==> src/rtl/vblank_write_arbiter.sv <==
// Vertical-blank write arbiter: opens a RAM write window on each vsync fall and
// round-robin bursts NUM_REQ requesters into it. Optional stats: VBLANK_OVERRUN_STATS_EN.
module vblank_write_arbiter #(
   parameter int NUM_REQ   = 4,
   parameter int ADDR_W    = 8,
   parameter int DATA_W    = 16,
   parameter int BURST_LEN = 8,
   parameter int FCNT_W    = 16
) (
   input  logic                      clk,
   input  logic                      rst_n,
   input  logic                      vsync,
   input  logic                      active,
   input  logic [NUM_REQ-1:0]        req,
   input  logic [NUM_REQ*ADDR_W-1:0] req_addr,
   input  logic [NUM_REQ*DATA_W-1:0] req_data,
   output logic [NUM_REQ-1:0]        gnt,
   input  logic [ADDR_W-1:0]         render_addr,
   output logic [ADDR_W-1:0]         mem_addr,
   output logic                      mem_we,
   output logic [DATA_W-1:0]         mem_wdata,
   output logic                      window,
   output logic                      frame_tick,
   output logic [FCNT_W-1:0]         frame_count
`ifdef VBLANK_OVERRUN_STATS_EN
   ,
   output logic                      overrun,
   output logic [NUM_REQ-1:0]        overrun_mask,
   output logic [FCNT_W-1:0]         overrun_count
`endif
);

   localparam int IDX_W  = $clog2(NUM_REQ);
   localparam int BCNT_W = 8;

   typedef enum logic [1:0] {IDLE, ARB, BURST} state_t;

   state_t              state_reg, state_next;
   logic [IDX_W-1:0]    rr_ptr_reg, rr_ptr_next;
   logic [IDX_W-1:0]    gnt_idx_reg, gnt_idx_next;
   logic [IDX_W-1:0]    pick_idx, inc_idx;
   logic                pick_valid;
   logic [NUM_REQ-1:0]  gnt_reg, gnt_next;
   logic [BCNT_W-1:0]   burst_cnt_reg, burst_cnt_next;
   logic                vsync_d_reg;
   logic                frame_tick_reg;
   logic [FCNT_W-1:0]   frame_count_reg;
   logic                fall, rise, in_win, timing_err, write_en, open_win, close_win;
   logic [ADDR_W-1:0]   addr_arr [NUM_REQ];
   logic [DATA_W-1:0]   data_arr [NUM_REQ];

   generate
      for (genvar gi = 0; gi < NUM_REQ; gi++) begin : g_slice
         assign addr_arr[gi] = req_addr[gi*ADDR_W +: ADDR_W];
         assign data_arr[gi] = req_data[gi*DATA_W +: DATA_W];
      end
   endgenerate

   assign fall       = vsync_d_reg & ~vsync;
   assign rise       = ~vsync_d_reg & vsync;
   assign in_win     = (state_reg != IDLE);
   assign timing_err = in_win & active;
   assign close_win  = in_win & (rise | active);
   // gnt_reg is zero outside BURST, so this alone qualifies the write
   assign write_en   = ~active & (|(gnt_reg & req));
   assign inc_idx    = (gnt_idx_reg == IDX_W'(NUM_REQ-1)) ? '0 : gnt_idx_reg + 1'b1;

   // Round-robin pick: lowest offset from the pointer wins
   always_comb begin
      pick_valid = 1'b0;
      pick_idx   = rr_ptr_reg;
      for (int k = NUM_REQ-1; k >= 0; k--) begin
         int j;
         j = int'(rr_ptr_reg) + k;
         if (j >= NUM_REQ) j = j - NUM_REQ;
         if (req[j]) begin
            pick_valid = 1'b1;
            pick_idx   = IDX_W'(j);
         end
      end
   end

   always_comb begin
      state_next     = state_reg;
      gnt_next       = gnt_reg;
      gnt_idx_next   = gnt_idx_reg;
      rr_ptr_next    = rr_ptr_reg;
      burst_cnt_next = burst_cnt_reg;
      open_win       = 1'b0;
      case (state_reg)
         IDLE: begin
            if (fall) begin
               state_next = ARB;
               open_win   = 1'b1;
            end
         end
         ARB: begin
            if (pick_valid) begin
               state_next     = BURST;
               gnt_next       = {{(NUM_REQ-1){1'b0}}, 1'b1} << pick_idx;
               gnt_idx_next   = pick_idx;
               burst_cnt_next = '0;
            end
         end
         BURST: begin
            if (write_en) burst_cnt_next = burst_cnt_reg + 1'b1;
            if (!req[gnt_idx_reg] ||
                (write_en && burst_cnt_reg == BCNT_W'(BURST_LEN-1))) begin
               state_next  = ARB;
               gnt_next    = '0;
               rr_ptr_next = inc_idx;
            end
         end
         default: state_next = IDLE;
      endcase
      // Window close overrides everything; a cut burst still moves the pointer on
      if (close_win) begin
         state_next = IDLE;
         gnt_next   = '0;
         if (state_reg == BURST) rr_ptr_next = inc_idx;
      end
   end

   always_ff @(posedge clk or negedge rst_n) begin
      if (!rst_n) begin
         state_reg       <= IDLE;
         gnt_reg         <= '0;
         gnt_idx_reg     <= '0;
         rr_ptr_reg      <= '0;
         burst_cnt_reg   <= '0;
         vsync_d_reg     <= 1'b1;
         frame_tick_reg  <= 1'b0;
         frame_count_reg <= '0;
      end else begin
         state_reg      <= state_next;
         gnt_reg        <= gnt_next;
         gnt_idx_reg    <= gnt_idx_next;
         rr_ptr_reg     <= rr_ptr_next;
         burst_cnt_reg  <= burst_cnt_next;
         vsync_d_reg    <= vsync;
         frame_tick_reg <= open_win;
         if (open_win) frame_count_reg <= frame_count_reg + 1'b1;
      end
   end

   assign gnt         = timing_err ? '0 : gnt_reg;
   assign mem_we      = write_en;
   assign mem_addr    = (state_reg == BURST && !active) ? addr_arr[gnt_idx_reg] : render_addr;
   assign mem_wdata   = write_en ? data_arr[gnt_idx_reg] : '0;
   assign window      = in_win & ~active;
   assign frame_tick  = frame_tick_reg;
   assign frame_count = frame_count_reg;

`ifdef VBLANK_OVERRUN_STATS_EN
   logic                overrun_reg;
   logic [NUM_REQ-1:0]  overrun_mask_reg;
   logic [FCNT_W-1:0]   overrun_count_reg;

   always_ff @(posedge clk or negedge rst_n) begin
      if (!rst_n) begin
         overrun_reg       <= 1'b0;
         overrun_mask_reg  <= '0;
         overrun_count_reg <= '0;
      end else if (open_win) begin
         overrun_reg      <= 1'b0;
         overrun_mask_reg <= '0;
      end else if (close_win && |req) begin
         overrun_reg      <= 1'b1;
         overrun_mask_reg <= req;
         if (overrun_count_reg != '1) overrun_count_reg <= overrun_count_reg + 1'b1;
      end
   end

   assign overrun       = overrun_reg;
   assign overrun_mask  = overrun_mask_reg;
   assign overrun_count = overrun_count_reg;
`endif

endmodule

==> config.mk <==
export PLATFORM = sky130hd
export DESIGN_NAME = vblank_write_arbiter
export DESIGN_NICKNAME = d
export VERILOG_FILES = /design/src/rtl/vblank_write_arbiter.sv
export SDC_FILE = /design/constraint.sdc
export NUM_CORES = 1
export LEC_CHECK = 0
export BUFFER_PORTS_ARGS = -buffer_cell sky130_fd_sc_hd__buf_2
export CAP_MARGIN = 0
export CORE_MARGIN = 10
export CORE_UTILIZATION = 48
export DETAILED_ROUTE_END_ITERATION = 10
export PLACE_DENSITY = 0.86
export SLEW_MARGIN = 20
export SYNTH_ARGS = -nofsm -noshare
export SYNTH_HDL_FRONTEND = slang
export SYNTH_SLANG_ARGS = --single-unit
==> constraint.sdc <==
create_clock -name clk -period 5.2 [get_ports clk]
set_clock_uncertainty 0.15 [all_clocks]
set_input_delay 1.04 -clock clk [delete_from_list [all_inputs] [get_ports clk]]
set_output_delay 1.04 -clock clk [all_outputs]
set_load 0.05 [all_outputs]
### Word level (Yosys, flattened, before mapping)

Cells that the tools add are included.

| storage, ports and cells | value |
|---|---|
| logic and storage cells | 118 |
| output and inout port bits | 47 |
| register bits after elaboration | 36 |
| input bits | 112 |

| cells by class | value |
|---|---|
| equality and inequality tests | 9 |
| magnitude comparators | 10 |
| reductions and logical operators | 14 |
| bitwise logic cells | 12 |
| mux-type cells | 54 |
| $add $sub $neg | 10 |
| shift operators | 1 |

Operators by type and width:

| cell | count |
|---|---|
| $lt 32x4->1 const B | 4 |
| $mux 32 | 4 |
| $mux 16 | 3 |
| $mux 8 | 5 |
| $bmux 16 s2 | 1 |
| $mux 2 | 13 |
| $add 16x1->16 const B | 1 |
| $bmux 8 s2 | 1 |
| $mux 4 | 4 |
| $pmux 8 s2 | 1 |
| $mux 1 | 15 |
| $ge 3x3->1 const B | 4 |
| $sub 3x3->4 const B | 3 |
| $bmux 1 s2 | 5 |
| $ne 3x3->1 const B | 3 |
| $reduce_and 3->1 | 3 |
| $add 8x1->8 const B | 1 |
| $eq 8x3->1 const B | 1 |
| $pmux 4 s2 | 1 |
| $add 2x2->3 const B | 2 |
| $and 1x1->1 | 6 |
| $pmux 2 s3 | 1 |
| $and 4x4->4 | 1 |
| $eq 2x2->1 const B | 2 |
| other kinds (19) | 25 |

### Longest topological paths before layout

| depth | value |
|---|---|
| word-level depth | 14 |
| mapped depth | 6 |
| depth with buffers taken out | 5 |

### Worst setup path after synthesis

OpenSTA, ideal clock, no wires.

| timing | value |
|---|---|
| path kind | input port to output port |
| start point | in req[2] |
| end point | out mem_wdata[10] |
| path slack | 1.432 ns |
| arrival time | 2.578 ns |
| buffers on the path | 2 |
| required time | 4.010 ns |
| stages | 5 |
| cell sequence | clkbuf_2 a22o_1 o21ai_0 clkbuf_1 nor2b_1 |

| on the way | value |
|---|---|
| cells in the longest elaborated chain, start to end | 4 |

Ends and longest elaborated chain:

| item | RTL line | text |
|---|---|---|
| from (decl) | 14 | `input logic [NUM_REQ-1:0] req,` |
| $and 4x4->4 | 65 | `assign write_en = ~active & (\|(gnt_reg & req));` |
| $reduce_or 4->1 | 65 |  |
| $and 1x1->1 | 65 |  |
| $mux 16 | 149 | `assign mem_wdata = write_en ? data_arr[gnt_idx_reg] : '0;` |
| to (decl) | 21 | `output logic [DATA_W-1:0] mem_wdata,` |

No other way between the ends.

### Worst setup path after layout

| timing | value |
|---|---|
| start point | in req[1] |
| end point | out mem_wdata[1] |

Same word-level chain as after synthesis.

==> reports/metrics.cfg <==
[outcome]
outcome=finished, final reports clean

[finish]
fin_nets=534
largest_register_ff_count=16
diodes=0
layout-drive-gt1-share_pct=49.3
layout-area-overhead-vs-synth_pct=32.4
fillCellCount=460

[synthesis]
synth_common_cells=38 x nand2_1, 35 x dfrtp_1, 25 x mux4_2
synth_top_area_share_pct=31.2
syn_area_sq_um=2810
yosysWarnings=0
synth_mux_area_share_pct=21.2
yosysUniqueCellTypes=53
synth_cells=270
async_flop_share_pct=100
yosys.area_share.simple_pct=24.2
synth_top_area_cell=dfrtp_1
synthXorXnorAreaFrac_pct=5.61
synth.most_common_cell=nand2_1
synth_top_cells_by_area=dfrtp_1 31%, mux4_2 20%, nand2_1 5.1%
synth-edff-count=0
synth_compound_area_share_pct=11.4
synth_seq_cells=36
synth_fa_ha_area_share_pct=1.34
synth_fp_nets=385
synth_top_family_by_area=simple AND/OR/NAND/NOR gates
syn_area_per_cell_sq_um=10.4
seq_area_frac_synth_pct=32.1
synth_ff_type=dfrtp_1

[sta]
fmax_mhz=267
period_needed_ns=3.75
hold_violations=0
tightest_slew_ns=0.839
layout_setup_ws_ns=1.45
final_max_slew_viol_count=0
holdWs_ns=0.336
rsz0062_at_grt=no
setup_violations=0
tns_ns=0
period_share_pct=72.1
slew-limit-headroom_pct=44.1

[critical_path]
critPathMaxFanout=17
start_kind=input port
crit_slowest_cell=o21ai_2
rrSetupSlack_ns=2.78
crit_buf_inv=2
r2r_cells=4
reg2reg_from=gnt_idx_reg[1]$_DFFE_PN0P_
critical_path_class=in -> out
critPathTopFamily=compound AO/OA/AOI/OAI gates
worstPathArrival_ns=2.56
worst_ep_required_time_ns=4.01
cpMostUsedCell=buf_2
max_stage_delay_ns=0.56
r2r-end=rr_ptr_reg[0]$_DFF_PN0_
cp-end-kind=primary output
path_cells=buf_2 -> a22o_1 -> o21ai_2 -> and2b_1 -> buf_2

[clock_tree]
clockBufferDepth=2
clk_latency_ns=0.29
htree_levels=2
cts_hold_buf=0
cts_made_buffers=5
tritoncts=built
postCtsSetupRepairBufs=0
cts.sinks=36
root_buffer=clkbuf_8
clk_pin_slew_ns=0.07
ctsResizeCount=0

[global_route]
antenna_found_initial=0
grt_pass1_wl_um=14600
grt_pass1_vias=2786
grt_max_degree=37
grt-ovfl-total=0
track_usage_pct=19.7

[floorplanning]
fp.dieH_um=96.5
die_w_um=96.5
rows=27
core_sq_um=5610
ios=159
design.die.area_sq_um=9310
start_util_pct=50.1

[placement]
io_buffers=158
gp_congestion=0.927
dpl.hpwl_um=8300
pre_cts_slack_ns=1.16

[power]
leakagePower_uw=0.00183
vdd_drop_max_uv=201
powerDensity_nw_per_um2=354

[route]
via_count=2763
drt.antenna.violating_nets=0
wl_met3_um=804
wl_met2_um=5540
vias_per_cell=5.62
drt_iter0_drc=106
wl_um=10100
highest_layer=met4
route.detailed.drc=0
first_pass_iters=4
wire_per_inst_um=20.5
met1_length_um=3560

[hold_path]
hp-class=reg -> reg
hold_depth=1
min-delay-start=frame_count[13]$_DFFE_PN0P_
min_to=frame_count[13]$_DFFE_PN0P_

[run]
maxCapViolCount=0

==> final cells by class <==
cell class              count  area (sq um)  share of cell area [%]
inverters                   6          22.5                   0.606
multi-input cells         211          1800                    48.3
repair buffers            159           798                    21.5
well taps                  72          90.1                    2.42
flip-flops and latches     36           903                    24.3
clock buffers               6          72.6                    1.95
clock inverters             2          35.0                   0.942
==> layer usage <==
metal  GRT usage, %  vias to the layer above
li1               -                     1305
met1           24.4                     1329
met2           34.2                      112
met3           3.62                       17
met4           5.81                        0
met5              0                        -
==> power by group <==
part,internal (uW),switching [uW]
Combinational,294,350
Sequential,321,109
Clock,142,101
==> cells by family (layout without fill, tap and decap cells) <==
logic type	count (synthesis)	after routing
flip-flops	36	36
AND/OR/NAND/NOR	118	118
adder cells (fa/ha/maj)	3	3
multiplexers	28	28
XOR/XNOR	18	18
buffers and inverters	23	173
AO/OA/AOI/OAI	44	44
==> metrics by stage <==
step	util, %	total power [uW]	instances	instance area, sq um
floorplan	-	913	270	2810
finish	66.3	1320	492	3720
CTS	66.2	1320	492	3710
detailed placement	64.3	1080	484	3610
global placement	64.3	1060	484	3610
global route	66.3	1390	492	3720
==> how the worst max path moves through the flow <==
stage,start,cells past startpoint,end
6_report,req[1],5,mem_wdata[1]
4_1_cts,req[1],5,mem_wdata[1]
3_5_place_dp,req[1],5,mem_wdata[1]
3_3_place_gp,req[1],5,mem_wdata[0]
2_1_floorplan,req[2],5,mem_wdata[10]
5_1_grt,req[1],5,mem_wdata[1]
==> cell usage in the layout, fill, tap and decap left out, types with 6 or more instances in the layout <==
cell      Yosys  layout
buf_2         6     158
nand2_1      38      38
dfrtp_1      35      34
mux4_2       25      25
xnor2_1      16      16
nand3_1      14      14
nor2b_1      13      13
nor2_1        9       9
o211ai_1      9       9
a21oi_1       8       8
and2b_1       7       7
o21ai_0       8       7
inv_1         6       6
and2_1        6       6
Note: power is estimated with default switching activity, not from simulation.
